**src/rtl/unidade_controle_ir.sv**
```systemverilog
// Control FSM for the 9-bit multi-cycle processor: fetches into IR in T0, then
// decodes IIIXXXYYY and sequences bus select, register enables and ALU over T1-T3.
module unidade_controle_ir (
  input  logic       Clock,
  input  logic       Resetn,
  input  logic       Run,
  input  logic [8:0] IR,
  input  logic       Gnz,
  output logic       IRin,
  output logic [7:0] Rout,
  output logic       Gout,
  output logic       DINout,
  output logic [7:0] Rin,
  output logic       Ain,
  output logic       Gin,
  output logic [1:0] AluOp,
  output logic       Done,
  output logic [1:0] Tstep
);

  typedef enum logic [1:0] {
    T0 = 2'd0,
    T1 = 2'd1,
    T2 = 2'd2,
    T3 = 2'd3
  } state_t;

  localparam logic [2:0] OP_MV   = 3'b000;
  localparam logic [2:0] OP_MVI  = 3'b001;
  localparam logic [2:0] OP_ADD  = 3'b010;
  localparam logic [2:0] OP_SUB  = 3'b011;
  localparam logic [2:0] OP_AND  = 3'b100;
  localparam logic [2:0] OP_MVNZ = 3'b110;

  state_t     r_state;
  state_t     w_next;
  logic [2:0] w_op;
  logic [7:0] w_x_dec;
  logic [7:0] w_y_dec;
  logic       w_is_alu;
  logic [1:0] w_alu_fn;

  assign w_op     = IR[8:6];
  assign w_x_dec  = 8'b0000_0001 << IR[5:3];
  assign w_y_dec  = 8'b0000_0001 << IR[2:0];
  assign w_is_alu = (w_op == OP_ADD) || (w_op == OP_SUB) || (w_op == OP_AND);

  always_comb begin
    w_alu_fn = 2'b00;
    case (w_op)
      OP_SUB:  w_alu_fn = 2'b01;
      OP_AND:  w_alu_fn = 2'b10;
      default: w_alu_fn = 2'b00;
    endcase
  end

  always_ff @(posedge Clock or posedge Resetn) begin
    if (Resetn) r_state <= T0;
    else        r_state <= w_next;
  end

  always_comb begin
    w_next = r_state;
    IRin   = 1'b0;
    Rout   = 8'h00;
    Gout   = 1'b0;
    DINout = 1'b0;
    Rin    = 8'h00;
    Ain    = 1'b0;
    Gin    = 1'b0;
    AluOp  = 2'b00;
    Done   = 1'b0;
    Tstep  = r_state;
    case (r_state)
      T0: begin
        IRin   = Run;
        w_next = Run ? T1 : T0;
      end
      T1: begin
        w_next = T0;
        case (w_op)
          OP_MV: begin
            Rout = w_y_dec;
            Rin  = w_x_dec;
            Done = 1'b1;
          end
          OP_MVI: begin
            DINout = 1'b1;
            Rin    = w_x_dec;
            Done   = 1'b1;
          end
          OP_ADD, OP_SUB, OP_AND: begin
            Rout   = w_x_dec;
            Ain    = 1'b1;
            w_next = T2;
          end
          OP_MVNZ: begin
            if (Gnz) begin
              Rout = w_y_dec;
              Rin  = w_x_dec;
            end
            Done = 1'b1;
          end
          default: Done = 1'b1;
        endcase
      end
      T2: begin
        w_next = T3;
        if (w_is_alu) begin
          Rout  = w_y_dec;
          Gin   = 1'b1;
          AluOp = w_alu_fn;
        end
      end
      T3: begin
        w_next = T0;
        if (w_is_alu) begin
          Gout = 1'b1;
          Rin  = w_x_dec;
        end
        Done = 1'b1;
      end
      default: w_next = T0;
    endcase
    // Reset forces every output low, including IRin which would otherwise follow Run in T0.
    if (Resetn) begin
      IRin   = 1'b0;
      Rout   = 8'h00;
      Gout   = 1'b0;
      DINout = 1'b0;
      Rin    = 8'h00;
      Ain    = 1'b0;
      Gin    = 1'b0;
      AluOp  = 2'b00;
      Done   = 1'b0;
      Tstep  = 2'd0;
    end
  end

endmodule

```
**config.mk**
```make
export PLATFORM = sky130hd
export DESIGN_NAME = unidade_controle_ir
export DESIGN_NICKNAME = d
export VERILOG_FILES = /design/src/rtl/unidade_controle_ir.sv
export SDC_FILE = /design/constraint.sdc
export NUM_CORES = 1
export LEC_CHECK = 0
export ABC_AREA = 0
export ABC_CLOCK_PERIOD_IN_PS = 4050
export CAP_MARGIN = 20
export CELL_PAD_IN_SITES_DETAIL_PLACEMENT = 2
export CELL_PAD_IN_SITES_GLOBAL_PLACEMENT = 2
export CORE_UTILIZATION = 17
export CTS_CLUSTER_DIAMETER = 120
export DETAILED_ROUTE_END_ITERATION = 6
export PLACE_DENSITY = 0.95
export SYNTH_ARGS = -nofsm -noshare
export SYNTH_HDL_FRONTEND = slang
export SYNTH_SLANG_ARGS = --single-unit
```
**constraint.sdc**
```tcl
create_clock -name Clock -period 4.05 [get_ports Clock]
set_input_delay 0.6075 -clock Clock [delete_from_list [all_inputs] [get_ports Clock]]
set_output_delay 0.6075 -clock Clock [all_outputs]
set_load 0.03 [all_outputs]
```
Word level (Yosys, flattened, before mapping)
Index checks and enable logic that the tools add are counted.
Widths: inputs -> output; s select.
{ "word_totals": {"register_bits": 2, "latch_bits": 0, "mem_bits_rw": 0, "mem_bits_ro": 0, "in_bits": 13, "output_inout_bits": 26, "word_cells": 51, "mem_count": 0} }
{ "op_classes": {"add_sub_neg": 0, "multipliers": 0, "div_mod_pow": 0, "magnitude_cmp": 0, "n_eq_ne": 8, "shifts": 2, "n_mux": 34, "bitwise_logic": 0, "reduce_logical": 6} }
{ "op_table": {"columns": ["operator", "n"], "rows": [
  ["$mux 8", 6],
  ["$pmux 8 s2", 3],
  ["$pmux 8 s3", 1],
  ["$mux 1", 16],
  ["$shl 1x3->8 const A", 2],
  ["$mux 2", 5],
  ["$pmux 2 s4", 1],
  ["$eq 3x2->1 const B", 2],
  ["$eq 3x3->1 const B", 2],
  ["$eq 2x2->1 const B", 2],
  ["$pmux 2 s2", 1],
  ["$eq 3x1->1 const B", 1],
  ["$logic_not 3->1", 1],
  ["$reduce_or 3->1", 1],
  ["$eq 2x1->1 const B", 1],
  ["$logic_not 2->1", 1],
  ["$logic_or 1x1->1", 2],
  ["$pmux 1 s2", 1],
  ["$reduce_or 2->1", 1]
]} }

Longest topological paths before layout
Gate-level depths: netlist of the first run.
{ "logic_depth": {"word_depth": 6, "mapped_depth": 6, "depth_no_buf": 6} }

Worst setup path before layout of the first run
Ideal clock, no wire load.
{ "synth_timing": {"path_type": "input -> output", "start": "in IR[7]", "end": "out Rin[0]", "t_arrival_ns": 2.407, "required_time_ns": 3.442, "path_slack_ns": 1.035, "cell_stages": 5, "n_path_buf": 1, "path_cell_list": "clkbuf_2 -> or3b_4 -> a21oi_1 -> o21bai_1 -> nor2_1"} }
{ "synth_between": {"elab_chain_cells": 6, "word_cells_on_any_way": 13, "cone_classes": "eq/ne (5); mux (4); reduce/logical (4)"} }
{ "synth_rtl": {"columns": ["element", "line_no", "text"], "rows": [
  ["start: declaration", "7", "input logic [8:0] IR,"],
  ["branches (longest 4 deep; another with $pmux 8 s2)", null, null],
  ["$pmux 8 s2 (*)", "74", "case (r_state)"],
  ["$mux 8 (*)", "126", "if (Resetn) begin"],
  ["end: declaration", "13", "output logic [7:0] Rin,"]
]} }
Every way passes the cells marked *.

Worst setup path in the final report of the first run
{ "layout_timing": {"start": "in IR[7]", "end": "out Rout[1]"} }
{ "layout_between": {"elab_chain_cells": 6, "word_cells_on_any_way": 12, "cone_classes": "eq/ne (4); mux (4); reduce/logical (4)"} }
{ "layout_rtl": {"columns": ["element", "line_no", "text"], "rows": [
  ["branches (longest 4 deep; another with $pmux 8 s3)", null, null],
  ["$pmux 8 s2 (*)", "74", null],
  ["$mux 8 (*)", "126", null],
  ["end: declaration", "10", "output logic [7:0] Rout,"]
]} }
Marks and branches as above.

==> results of run 1 <==
-- critical path: cells and delay by family --
family	cells	cell delay, ns
buffers and inverters	2	1.28
AND/OR/NAND/NOR	3	1.11
AO/OA/AOI/OAI	1	0.17
-- metal layers --
| layer | vias up | GRT usage, % |
|---|---|---|
| met4 | 0 | 1.020 |
| li1 | 389 | - |
| met5 | - | 0 |
| met3 | 0 | 2.620 |
| met1 | 386 | 19.39 |
| met2 | 21 | 27.27 |
-- layout make-up --
class,instances,area [um^2]
clock buffer,3,22.52
sequential,2,50.05
inverter,4,15.01
multi-input combinational,78,462.9
fill,378,2085
timing repair buffer,39,387.9
tap,44,55.05
-- cell usage after synthesis, drive strengths merged (3+ instances only) --
cell type	count
o22ai	7
nand3	5
o21ai	3
clkbuf	3
ha	4
a21oi	4
nor2	17
inv	4
nand2b	5
nor2b	4
nand2	11
-- power breakdown --
| part | leakage (nW) | internal, mW | switching, mW |
|---|---|---|---|
| Clock | 0.0138 | 0.0325 | 0.00947 |
| Sequential | 0.0261 | 0.0297 | 0.0106 |
| Combinational | 0.294 | 0.0895 | 0.143 |
-- stage by stage --
| step | hold slack, ns | worst slack [ns] | utilization, % |
|---|---|---|---|
| 2_1_floorplan | 0.5168 | 1.035 | - |
| 3_3_place_gp | 0.5505 | 0.3853 | 31.54 |
| 3_5_place_dp | 0.5748 | 0.2817 | 31.54 |
| 4_1_cts | 0.5757 | 0.2823 | 32.28 |
| 5_1_grt | 0.5978 | 0.1931 | 32.28 |
| 6_report | 0.5660 | 0.2873 | 32.28 |
-- cell families after synthesis --
family / after synthesis / share of synthesized area [%]
multiplexers: 1 / 1.810
AO/OA/AOI/OAI: 20 / 22.85
flip-flops: 2 / 9.050
adder cells (fa/ha/maj): 4 / 9.050
buffers and inverters: 8 / 7.238
AND/OR/NAND/NOR: 53 / 50.00
-- cells in the final DEF, fill, tap and decap left out --
cell | synthesis | layout
a2111oi_0 | 1 | 1
a21o_1 | 1 | 1
a21oi_1 | 4 | 4
a31oi_1 | 1 | 1
and2_1 | 1 | 1
buf_4 | 0 | 1
clkbuf_4 | 0 | 3
clkdlybuf4s50_1 | 0 | 38
dfrtp_1 | 2 | 2
ha_1 | 4 | 4
inv_1 | 4 | 4
mux2i_1 | 1 | 1
nand2_1 | 11 | 11
nand2b_1 | 5 | 5
nand3_1 | 5 | 5
nand4_1 | 1 | 1
nand4b_1 | 2 | 2
nor2_1 | 17 | 17
nor2b_1 | 4 | 4
nor4_1 | 1 | 1
nor4b_1 | 1 | 1
nor4bb_1 | 1 | 1
o21ai_0 | 2 | 2
o21ai_1 | 1 | 1
o21bai_1 | 1 | 1
o22ai_1 | 7 | 7
o32ai_1 | 2 | 2
or2_2 | 2 | 2
or3_4 | 1 | 1
or3b_4 | 1 | 1
-- worst paths after layout --
path                            start         end  slack, ns  depth (start not counted)
max                             IR[7]     Rout[1]       0.29                          6
min                        r_state[0]    register       0.57                          1
max reg2reg                  register    register       2.94                          4
min reg2reg                r_state[0]    register       0.57                          1
max in group asynchronous      Resetn  r_state[0]       3.07                          2
min in group asynchronous      Resetn   async pin       0.83                          2
==> flow_metrics.env, run 1 <==
export IMPL_synth_ff_type="dfrtp_1"
export IMPL_worstMarginPinSlew_ns=0.6935
export IMPL_num_vias=796
export IMPL_max_freq_mhz=265.8
export IMPL_syn_area_per_cell_um2=6.284
export IMPL_drc=0
export IMPL_grt_pass1_vias=842
export IMPL_synth_edf_count=0
export IMPL_peakVddDrop_mv=0.1577
export IMPL_required_ns=3.44
export IMPL_fin_area_um2=993.5
export IMPL_leakagePower_nw=0.3343
export IMPL_areaGrowthSynthToFinish_pct=79.64
export IMPL_wire_per_inst_um=14.11
export IMPL_drive_above_1_share_pct=6.349
export IMPL_met1_length_um=1081
export IMPL_drtPass1Iterations=4
export IMPL_synth_cell_type_count=30
export IMPL_fp_dieW_um=59.04
export IMPL_n_antenna_cell=0
export IMPL_period_share_pct=92.91
export IMPL_gp_congestion=0.7514
export IMPL_cts_sink_count=2
export IMPL_h_tree_depth=1
export IMPL_status="complete, no violations"
export IMPL_route_met2_wl_um=1217
export IMPL_netlist_area_um2=553.0
export IMPL_worstSkewPairLatency_ns=0.22
export IMPL_crit_path_frequent_cell="clkdlybuf4s50_1"
export IMPL_cp_arrival_ns=3.16
export IMPL_floorplan_initialDensity_pct=17.97
export IMPL_yosys_warnings=0
export IMPL_wl_met3_um=100
export IMPL_finalHoldViolCount=0
export IMPL_postSynthCellCount=88
export IMPL_ant_nets=0
export IMPL_path_max_fanout=9
export IMPL_antenna_found_initial=0
export IMPL_end_kind="output pin"
export IMPL_ios=39
export IMPL_grt_pass1_wl_um=4015
export IMPL_root_buffer="clkbuf_4"
export IMPL_yosys_area_top_type="nor2_1"
export IMPL_place_inst=167
export IMPL_ys_top_cells_by_area="nor2_1, dfrtp_1, ha_1"
export IMPL_finalNonFillerCells=170
export IMPL_post_cts_setup_buffer_count=0
export IMPL_cts_hold_buffers=0
export IMPL_finalSetupTns_ns=0
export IMPL_tritoncts="built"
export IMPL_fin_skew_ns=0.001804
export IMPL_syn_nets=105
export IMPL_crit_path_start_kind="input pin"
export IMPL_die_area_mm2=0.003485
export IMPL_rsz0062_at_grt="no"
export IMPL_yosysTopAreaCellShare_pct=11.54
export IMPL_finalPower_mw=0.3151
export IMPL_layout_nets=145
export IMPL_maxCapViolations=0
export IMPL_path_clk_slew_ns=0.03
export IMPL_synthArstFlopShare_pct=100.0
export IMPL_chipHeight_um=59.04
export IMPL_wl_um=2399
export IMPL_power_density_mw_per_mm2=317.2
export IMPL_core_mm2=0.003078
export IMPL_cts_path_max_buffers=2
export IMPL_path_cells="clkdlybuf4s50_1 > or3b_4 > and2_1 > or3_4 > o22ai_1 > clkdlybuf4s50_1"
export IMPL_cts_repair_resized=0
export IMPL_grt_max_degree=10
export IMPL_placed_cell_area_um2=970.9
export IMPL_portBuffers=38
export IMPL_period_needed_ns=3.763
export IMPL_via_per_inst=4.682
export IMPL_crit_path_top_delay_cell="clkdlybuf4s50_1"
export IMPL_maxSlewHeadroom_pct=53.55
export IMPL_ys_seq_area_share_pct=9.050
export IMPL_routed_top_layer="met3"
export IMPL_cpPeakStageDelay_ns=0.71
export IMPL_crit_type="in2out"
export IMPL_min_path_type="reg2reg"
export IMPL_drt_iter0_markers=13
export IMPL_grt_usage_pct=15.06
export IMPL_finalMaxSlewViolations=0
export IMPL_grt_overflow_total=0
export IMPL_rows=20
export IMPL_cts_buffers=3
export IMPL_setup_viol=0
export IMPL_place_hpwl_um=2047
export IMPL_yosys_register_bits=2
Note: power is estimated with default switching activity, not from simulation.
==> inputs of run 2 (changes only) <==
--- a/config.mk
+++ b/config.mk
@@ -14,4 +14,5 @@
 export CTS_CLUSTER_DIAMETER = 120
 export DETAILED_ROUTE_END_ITERATION = 6
+export GPL_ROUTABILITY_DRIVEN = 1
 export PLACE_DENSITY = 0.95
 export SYNTH_ARGS = -nofsm -noshare
==> constraint.sdc (replaced) <==
create_clock -name Clock -period 4.05 [get_ports Clock]
set_input_delay 0.6075 -clock Clock [delete_from_list [all_inputs] [get_ports Clock]]
set_output_delay 0.6075 -clock Clock [all_outputs]
set_load 0.05 [all_outputs]
==> flow_metrics.env, run 2 (synthesized netlist as in run 1, its figures left out) <==
export IMPL_cts_sink_count=2
export IMPL_hold_path_startpoint="r_state[0]"
export IMPL_crit_path_frequent_cell="clkdlybuf4s50_1"
export IMPL_finalHoldViolCount=0
export IMPL_path_max_fanout=10
export IMPL_floorplan_initialDensity_pct=17.97
export IMPL_wl_um=2430
export IMPL_chipHeight_um=59.04
export IMPL_grt_pass1_wl_um=3981
export IMPL_tritoncts="built"
export IMPL_finalPower_mw=0.3493
export IMPL_via_per_inst=4.663
export IMPL_drc=0
export IMPL_worstRegToRegCells=4
export IMPL_cts_path_max_buffers=2
export IMPL_leakagePower_nw=0.3377
export IMPL_grt_overflow_total=0
export IMPL_worst_r2r_setup_slack_ns=2.94
export IMPL_finalSetupTns_ns=0
export IMPL_fin_skew_ns=0.008717
export IMPL_ant_nets=0
export IMPL_power_density_mw_per_mm2=357.9
export IMPL_final_cell_mix="clkdlybuf4s50_1, nor2_1, nand2_1, o22ai_1"
export IMPL_crit_path_start_kind="input pin"
export IMPL_fillers=385
export IMPL_worstMarginPinSlew_ns=0.6246
export IMPL_end_kind="output pin"
export IMPL_required_ns=3.44
export IMPL_setup_viol=0
export IMPL_peakVddDrop_mv=0.2136
export IMPL_rows=20
export IMPL_grt_usage_pct=14.94
export IMPL_maxCapViolations=0
export IMPL_rsz0062_at_grt="no"
export IMPL_status="complete, no violations"
export IMPL_finalMaxSlewViolations=0
export IMPL_min_path_type="reg2reg"
export IMPL_cts_repair_resized=0
export IMPL_maxSlewHeadroom_pct=58.17
export IMPL_layout_nets=144
export IMPL_cp_arrival_ns=3.13
export IMPL_fin_area_um2=975.9
export IMPL_cpPeakStageDelay_ns=0.82
export IMPL_period_needed_ns=3.733
export IMPL_fp_dieW_um=59.04
export IMPL_path_cells="clkdlybuf4s50_1 > or3b_4 > a21oi_1 > o21ai_1 > nor2_1 > clkdlybuf4s50_1"
export IMPL_n_antenna_cell=0
export IMPL_h_tree_depth=1
export IMPL_gp_congestion=0.7459
export IMPL_place_hpwl_um=1968
export IMPL_critical_path_startpoint="IR[8]"
export IMPL_max_freq_mhz=267.9
export IMPL_wire_per_inst_um=14.38
export IMPL_placed_cell_area_um2=953.4
export IMPL_ios=39
export IMPL_grt_pass1_vias=861
export IMPL_cts_hold_buffers=0
export IMPL_portBuffers=38
export IMPL_cts_buffers=3
export IMPL_antenna_found_initial=0
export IMPL_drt_iter0_markers=3
export IMPL_crit_path_top_delay_cell="clkdlybuf4s50_1"
export IMPL_path_clk_slew_ns=0.04
export IMPL_grt_max_degree=11
export IMPL_drtPass1Iterations=4
export IMPL_die_area_mm2=0.003485
export IMPL_post_cts_setup_buffer_count=0
export IMPL_worstSkewPairLatency_ns=0.24
export IMPL_final_common_cell="clkdlybuf4s50_1"
export IMPL_drive_above_1_share_pct=8.800
export IMPL_areaGrowthSynthToFinish_pct=76.47
export IMPL_holdPathStages=1
export IMPL_num_vias=788
export IMPL_root_buffer="clkbuf_4"
export IMPL_crit_type="in2out"
export IMPL_core_mm2=0.003078
export IMPL_period_share_pct=92.17
export IMPL_fin_util_pct=31.71
-- run 2: cell count changes in the layout (fill, tap and decap cells not counted) --
| cell | delta |
|---|---|
| buf_4 | +3 |
| clkdlybuf4s50_1 | -4 |
-- run 2: critical path: cells and delay by family --
kind / cells / cell delay, ns
AOI/OAI and AO/OA: 2 / 0.46
buffers and inverters: 2 / 1.47
and+or+nand+nor: 2 / 0.58
-- run 2: through the flow --
stage          std cells  hold WS [ns]  setup slack (ns)
2_1_floorplan         88        0.5168            0.4669
3_3_place_gp         166        0.5402            0.4349
3_5_place_dp         166        0.5588            0.2912
4_1_cts              169        0.5599            0.2838
5_1_grt              169        0.5972            0.1903
6_report             169        0.5612            0.3170
-- run 2: metal layers --
layer,track usage [%],share of wire (%)
met4,4.422,0.33
met1,18.38,44
met5,0,0
met2,26.14,51
met3,3.057,4.6
-- run 2: worst max path at each step --
| stage | endpoint | slack [ns] | cells after the start |
|---|---|---|---|
| finish | Rin[6] | 0.32 | 6 |
| global placement | Rin[4] | 0.43 | 6 |
| global route | Rin[0] | 0.19 | 6 |
| CTS | Rin[6] | 0.28 | 6 |
| floorplan | Rin[0] | 0.47 | 5 |
| detailed placement | Rin[6] | 0.29 | 6 |
-- run 2: power by group --
part	internal (mW)	switching, mW
combinational	0.0886	0.171
clock	0.0330	0.0153
sequential	0.0296	0.0117
total	0.151	0.198
-- run 2: area by class of cell --
class / instances / area (um^2) / share of cell area [%]
multi-input cells: 78 / 462.9 / 47.44
repair buffers: 38 / 370.4 / 37.95
well taps: 44 / 55.05 / 5.641
flip-flops and latches: 2 / 50.05 / 5.128
clock buffers: 3 / 22.52 / 2.308
inverters: 4 / 15.01 / 1.538
==> inputs of run 3 (changes only) <==
Settings changed: ABC_CLOCK_PERIOD_IN_PS 4050 to unset.
==> results of run 3 <==
Same layout as run 2: the final DEF is identical, and so are final timing and power.
